### src/rtl/bit_count_acc.sv
// Population-count accumulator: one pipelined popcount stage feeding a packet accumulator and a one-deep result register.
// Define BIT_COUNT_ACC_SATURATE_EN to clamp the accumulator at all-ones on overflow instead of wrapping.
module bit_count_acc #(
    parameter int N_IN  = 7,
    parameter int ACC_W = 16
) (
    input  logic             clk,
    input  logic             reset,
    input  logic             in_valid,
    output logic             in_ready,
    input  logic [N_IN-1:0]  in_bits,
    input  logic             in_last,
    input  logic             acc_mode,
    output logic             out_valid,
    input  logic             out_ready,
    output logic [ACC_W-1:0] out_count,
    output logic             out_ovf
);
    localparam int CNT_W = $clog2(N_IN + 1);

    function automatic logic [CNT_W-1:0] popcount(input logic [N_IN-1:0] v);
        logic [CNT_W-1:0] s;
        s = '0;
        for (int i = 0; i < N_IN; i++) begin
            s = s + CNT_W'(v[i]);
        end
        return s;
    endfunction

    function automatic logic [ACC_W-1:0] limit_sum(input logic [ACC_W:0] s);
`ifdef BIT_COUNT_ACC_SATURATE_EN
        return s[ACC_W] ? {ACC_W{1'b1}} : s[ACC_W-1:0];
`else
        return s[ACC_W-1:0];
`endif
    endfunction

    logic             vld_p1_q, vld_p1_d;
    logic [CNT_W-1:0] cnt_p1_q, cnt_p1_d;
    logic             last_p1_q, last_p1_d;
    logic             mode_p1_q, mode_p1_d;
    logic [ACC_W-1:0] acc_q, acc_d;
    logic             acc_ovf_q, acc_ovf_d;
    logic             out_valid_q, out_valid_d;
    logic [ACC_W-1:0] out_count_q, out_count_d;
    logic             out_ovf_q, out_ovf_d;

    logic             term_p1;
    logic             s1_consumed;
    logic [ACC_W:0]   sum_p1;
    logic [ACC_W-1:0] sum_lim_p1;

    assign term_p1     = !mode_p1_q || last_p1_q;
    assign s1_consumed = vld_p1_q && (!term_p1 || !out_valid_q || out_ready);
    assign in_ready    = !vld_p1_q || s1_consumed;
    assign sum_p1      = {1'b0, acc_q} + (ACC_W + 1)'(cnt_p1_q);
    assign sum_lim_p1  = limit_sum(sum_p1);

    always_comb begin
        vld_p1_d    = vld_p1_q;
        cnt_p1_d    = cnt_p1_q;
        last_p1_d   = last_p1_q;
        mode_p1_d   = mode_p1_q;
        acc_d       = acc_q;
        acc_ovf_d   = acc_ovf_q;
        out_valid_d = out_valid_q;
        out_count_d = out_count_q;
        out_ovf_d   = out_ovf_q;

        // Stage 2: accumulate or emit the stage-1 beat
        if (out_valid_q && out_ready) begin
            out_valid_d = 1'b0;
        end
        if (s1_consumed) begin
            if (term_p1) begin
                out_valid_d = 1'b1;
                out_count_d = sum_lim_p1;
                out_ovf_d   = acc_ovf_q | sum_p1[ACC_W];
                acc_d       = '0;
                acc_ovf_d   = 1'b0;
            end else begin
                acc_d       = sum_lim_p1;
                acc_ovf_d   = acc_ovf_q | sum_p1[ACC_W];
            end
        end

        // Stage 1: capture popcount of the accepted beat
        if (in_valid && in_ready) begin
            vld_p1_d  = 1'b1;
            cnt_p1_d  = popcount(in_bits);
            last_p1_d = in_last;
            mode_p1_d = acc_mode;
        end else if (s1_consumed) begin
            vld_p1_d  = 1'b0;
        end
    end

    always_ff @(posedge clk) begin
        if (reset) begin
            vld_p1_q    <= 1'b0;
            acc_q       <= '0;
            acc_ovf_q   <= 1'b0;
            out_valid_q <= 1'b0;
            out_count_q <= '0;
            out_ovf_q   <= 1'b0;
        end else begin
            vld_p1_q    <= vld_p1_d;
            acc_q       <= acc_d;
            acc_ovf_q   <= acc_ovf_d;
            out_valid_q <= out_valid_d;
            out_count_q <= out_count_d;
            out_ovf_q   <= out_ovf_d;
        end
    end

    // Stage-1 payload is qualified by vld_p1_q, so it needs no reset
    always_ff @(posedge clk) begin
        cnt_p1_q  <= cnt_p1_d;
        last_p1_q <= last_p1_d;
        mode_p1_q <= mode_p1_d;
    end

    assign out_valid = out_valid_q;
    assign out_count = out_count_q;
    assign out_ovf   = out_ovf_q;

endmodule

### config.mk
export PLATFORM = sky130hd
export DESIGN_NAME = bit_count_acc
export DESIGN_NICKNAME = d
export VERILOG_FILES = /design/src/rtl/bit_count_acc.sv
export SDC_FILE = /design/constraint.sdc
export NUM_CORES = 1
export LEC_CHECK = 0
export ABC_AREA = 1
export BUFFER_PORTS_ARGS = -buffer_cell sky130_fd_sc_hd__buf_4
export CAP_MARGIN = 20
export CORE_MARGIN = 1.5
export CORE_UTILIZATION = 55
export DETAILED_ROUTE_END_ITERATION = 10
export PLACE_DENSITY = 0.75
export SYNTH_ARGS = -nofsm -noshare
export SYNTH_HDL_FRONTEND = slang
export SYNTH_SLANG_ARGS = --single-unit
### constraint.sdc
create_clock -name clk -period 3.5 [get_ports clk]
set_clock_uncertainty 0.05 [all_clocks]
set_input_delay 0.525 -clock clk [delete_from_list [all_inputs] [get_ports clk]]
set_output_delay 0.525 -clock clk [all_outputs]
set_load 0.05 [all_outputs]
Word-level counts from Yosys, hierarchy flattened
Index checks and enable logic that the tools add are counted.

$add $sub $neg: 7. Reductions and logical operators: 13. Bitwise operators: 1. Mux-type cells: 7.

Operator list (number): $add 16x3->17 (1); $mux 16 (1); $add 3x1->3 (4); $mux 1 (6); $logic_not 1->1 (4); $logic_or 1x1->1 (4); $add 2x1->3 (1); $logic_and 1x1->1 (3); $add 1x1->2 (1); $reduce_and 2->1 (1); $reduce_bool 2->1 (1); $or 1x1->1 (1).

Word-level logic and storage cells: 37. Bits in registers: 41. Input port bits: 13.

Logic depth before layout (Yosys ltp)
Depth after elaboration: 9. Depth in mapped cells: 11.

Worst setup path before layout
OpenSTA, ideal clock, no wires.

Kind: input -> register. From: in in_bits[0]. To: reg cnt_p1_q[1] (data pin). Cell stages on the path: 6. Path buffers: 0. Slack: 0.837 ns. Arrival: 2.344 ns. Data required time: 3.181 ns. Setup time: 0.269 ns. Path through: inv_1 -> fa_1 -> fa_1 -> inv_1 -> fa_1 -> fa_1.

Cells in the longest elaborated chain, start to end: 6.

Ends and longest elaborated chain: from (decl) (RTL line 11) `input logic [N_IN-1:0] in_bits,`; $add 1x1->2 (RTL line 25) `s = s + CNT_W'(v[i]);`; $add 2x1->3 (RTL line 25); $add 3x1->3 (4 in a row) (RTL line 25); to (signal assigned) (RTL line 118) `cnt_p1_q <= cnt_p1_d;`; to (decl) (RTL line 39) `logic [CNT_W-1:0] cnt_p1_q, cnt_p1_d;`.

No other way between the ends. A chain may end at the register's enable or synchronous reset.

Worst setup path after layout
Ends and elaborated chain as after synthesis.

==> results.md <==
- # DRC: 0
- Drt via density: 4.88
- Number of max-slew violations in the final report: 0
- Clock sinks: 41
- Final clock period utilization by the worst path: 68.1%
- Cell-internal power: 0.697 mW
- Most common library cell in the layout ignoring fill and taps: nand2_1
- Part of the Yosys area used for sequential elements: 43.4%
- 1st-iter DRT viols: 83
- Post-CTS clock slew at the launch and capture registers of the worst setup and hold paths: 0.11 ns
- Max-slew headroom: 58.6%
- Number of H-tree branching levels: 2
- Die area: 4020 sq um
- Leak: 0.985 nW
- Standard-cell row count: 21
- Net switching fraction of the power: 24.0%
- Setup Viol. Count Final: 0
- GRT Residual Overflow: 0
- Result of the run: completed
- Pre-antenna DRT Iters: 4
- Power share of the combinational group: 10.4%
- Leading area contributor after synthesis: dfxtp_1
- Worst Setup Path Type: in -> reg
- Kind of start point of the critical path: input port
- Number of gates resized after cts: 0
- Average size of a mapped cell: 7.75 sq um
- Post-synthesis share of cell area spent on and, or, nand and nor gates: 29.9%
- Final number of hold-violating endpoints: 0
- Reg-to-reg critical path startpoint: cnt_p1_q[0]
- Area of placed instances: 2250 sq um
- Buffers on Ports: 31
- Die X-Extent: 63.4 um
- Mapped Nets: 280
- Clock buffers created by TritonCTS: 5
- Clock Path Buffers: 2
- Aggregate negative setup slack: 0 ns
- PnR worst setup slack: 1.12 ns
- Yosys warning total: 0
- Post-synthesis mux area share: 0%
- Flop and latch count out of synthesis: 41
- Share of layout cells above drive strength 1: 19.2%
- Num ports: 32
- Worst slack on hold paths: 0.288 ns
- Class of the tightest hold or removal check: in -> reg
- Maximum VDD drop: 249 uV
- Post-route antenna net violation count: 0
- Final instance area: 2340 sq um
- RSZ-0062 raised after global routing: no
- Global-route wire length before repair: 6710 um
- Maximum number of pins on one net before global-route repair: 21
- TritonCTS clock tree: yes
- Count of cells along the worst hold path: 1
- Req. time, crit path: 3.56 ns
- Worst endpoint data arrival time: 2.45 ns
- Synth Cell Area: 2010 sq um
- Cell types occupying the most area after synthesis: dfxtp_1 (36%), nand2_1 (16%), edfxtp_1 (7.5%)
- Ant. Diodes: 0
- Post-cts hold buffer count: 0
- Maximum fanout along the worst path: 1
- Total power per unit cell area: 392 nW/um^2
- Post-Synth Adder-Cell Area: 6.86%
- Routed wire length: 3620 um
- Clock power share: 35.2%
- Vert. Die Dim: 63.4 um
- Minimum setup slack among reg-to-reg paths: 1.59 ns
- Post-synthesis share of cell area spent on xor and xnor gates: 3.05%
- Highest-count cells in the layout ignoring fill and taps: nand2_1 (88), dfxtp_1 (36), buf_4 (31), inv_1 (26)
- Initial antenna violation count: 0
- Core area: 3420 sq um
- Max_cap viols: 0
- Switching power: 0.220 mW
- Worst slack at placement: 0.726 ns
- Final estimated routing congestion in global placement: 0.852
- Crit. End Element: flop
- Post-synthesis to final-layout area growth: 16.5%
- Final critical-path required period: 2.38 ns
- Clk_lat worst skew: 0.35 ns
- Top cell type's share of synthesized area: 35.9%
- Total global-route track usage: 21.2%
- Proportion of power drawn by flip-flops and latches: 54.5%
- Buffer cell driving the clock tree root: clkbuf_4
- Worst slew pin tran: 0.621 ns
- Depth of the worst register-to-register path: 8
- Complex-gate fraction of the synthesized area: 8.98%
- Start point of the critical path: in_bits[0]
- # nets final: 312
- Vias in the first global route: 1,541
- Max Clk Rate: 419 MHz
- Effective utilization at floorplan: 58.8%
- Worst r2r dst: out_ovf
- Synthesized instance count: 259
- Main combinational cell family by area after synthesis: simple AND/OR/NAND/NOR gates
- Detailed placement HPWL: 2570 um
- Count of buffers added by post-CTS timing repair for setup: 0
- Final routed wire length divided by cell count: 10.7 um
- End-of-flow core utilization: 68.5%
- Number of distinct standard cells referenced by the synthesized netlist: 34
- Total via count in the routed design: 1,649
- Crit path capture: cnt_p1_q[1]
[cell families after synthesis]
logic type | count (synthesis)
xor+xnor | 7
flops | 41
fa+ha+maj | 8
buf+inv | 36
compound gates | 30
simple gates | 137
[worst min path at each step]
stage	start	endpoint	slack, ns
after floorplan	acc_q[0]	acc_q[0]	0.39
after global placement	out_count[15]	out_count[15]	0.39
after detailed placement	out_count[12]	out_count[12]	0.39
after CTS	in_last	last_p1_q	0.28
after global routing	acc_mode	mode_p1_q	0.26
final	in_last	last_p1_q	0.29
[layout make-up]
type / count / area (sq um)
clock buffers: 7 / 55.1
clock inverters: 1 / 30.0
fillers: 300 / 1080
inverters: 30 / 114
multi-input cells: 182 / 978
flip-flops and latches: 41 / 871
well taps: 46 / 57.6
repair buffers: 31 / 233
[synthesized netlist by cell type]
library cell  instances
nand2_1              88
dfxtp_1              36
inv_1                26
a21oi_1              17
nor2_1               17
nand3_1              15
edfxtp_1              5
fa_1                  5
nand2_2               5
xnor2_1               5
nor2_4                4
o21ai_0               4
ha_1                  3
inv_2                 3
a22o_1                2
buf_2                 2
buf_6                 2
nor2_2                2
o21bai_1              2
xor2_1                2
a21oi_2               1
a21oi_4               1
a31oi_1               1
and2_1                1
buf_4                 1
clkbuf_1              1
clkinv_2              1
nand3_2               1
nand3b_1              1
nand4_1               1
nor3_1                1
o21ai_1               1
o22ai_1               1
or2_0                 1
[registers in the layout (all words and copies together) (netlist names)]
signal / flops
acc_ovf_q: 1
out_ovf: 1
acc_q: 16
cnt_p1_q: 3
mode_p1_q: 1
out_valid: 1
out_count: 16
last_p1_q: 1
vld_p1_q: 1
[critical path, stage by stage]
cell,delay (ns)
buf_4,0.07
inv_1,0.04
fa_1,0.48
fa_1,0.49
inv_1,0.05
fa_1,0.37
fa_1,0.42
[power by group through the flow]
stage	logic [mW]	clock network, mW	registers, mW
finish	0.0951	0.323	0.500
global route	0.110	0.347	0.502
CTS	0.0966	0.326	0.500
detailed placement	0.0964	0	0.510
global placement	0.0930	0	0.510
floorplan	0.0578	0	0.520
[metal layers]
layer  up-vias  share of wire, %  track usage [%]
li1        877                 -                -
met1       727                49             27.1
met2        36                44             33.8
met3         9               4.6             5.00
met4         0               2.2             9.78
met5         -                 0                0
[per-stage QoR]
stage | std cells | power [mW]
2_1_floorplan | 259 | 0.578
3_3_place_gp | 330 | 0.603
3_5_place_dp | 330 | 0.607
4_1_cts | 338 | 0.923
5_1_grt | 338 | 0.959
6_report | 338 | 0.917
Note: power is estimated with default switching activity, not from simulation.
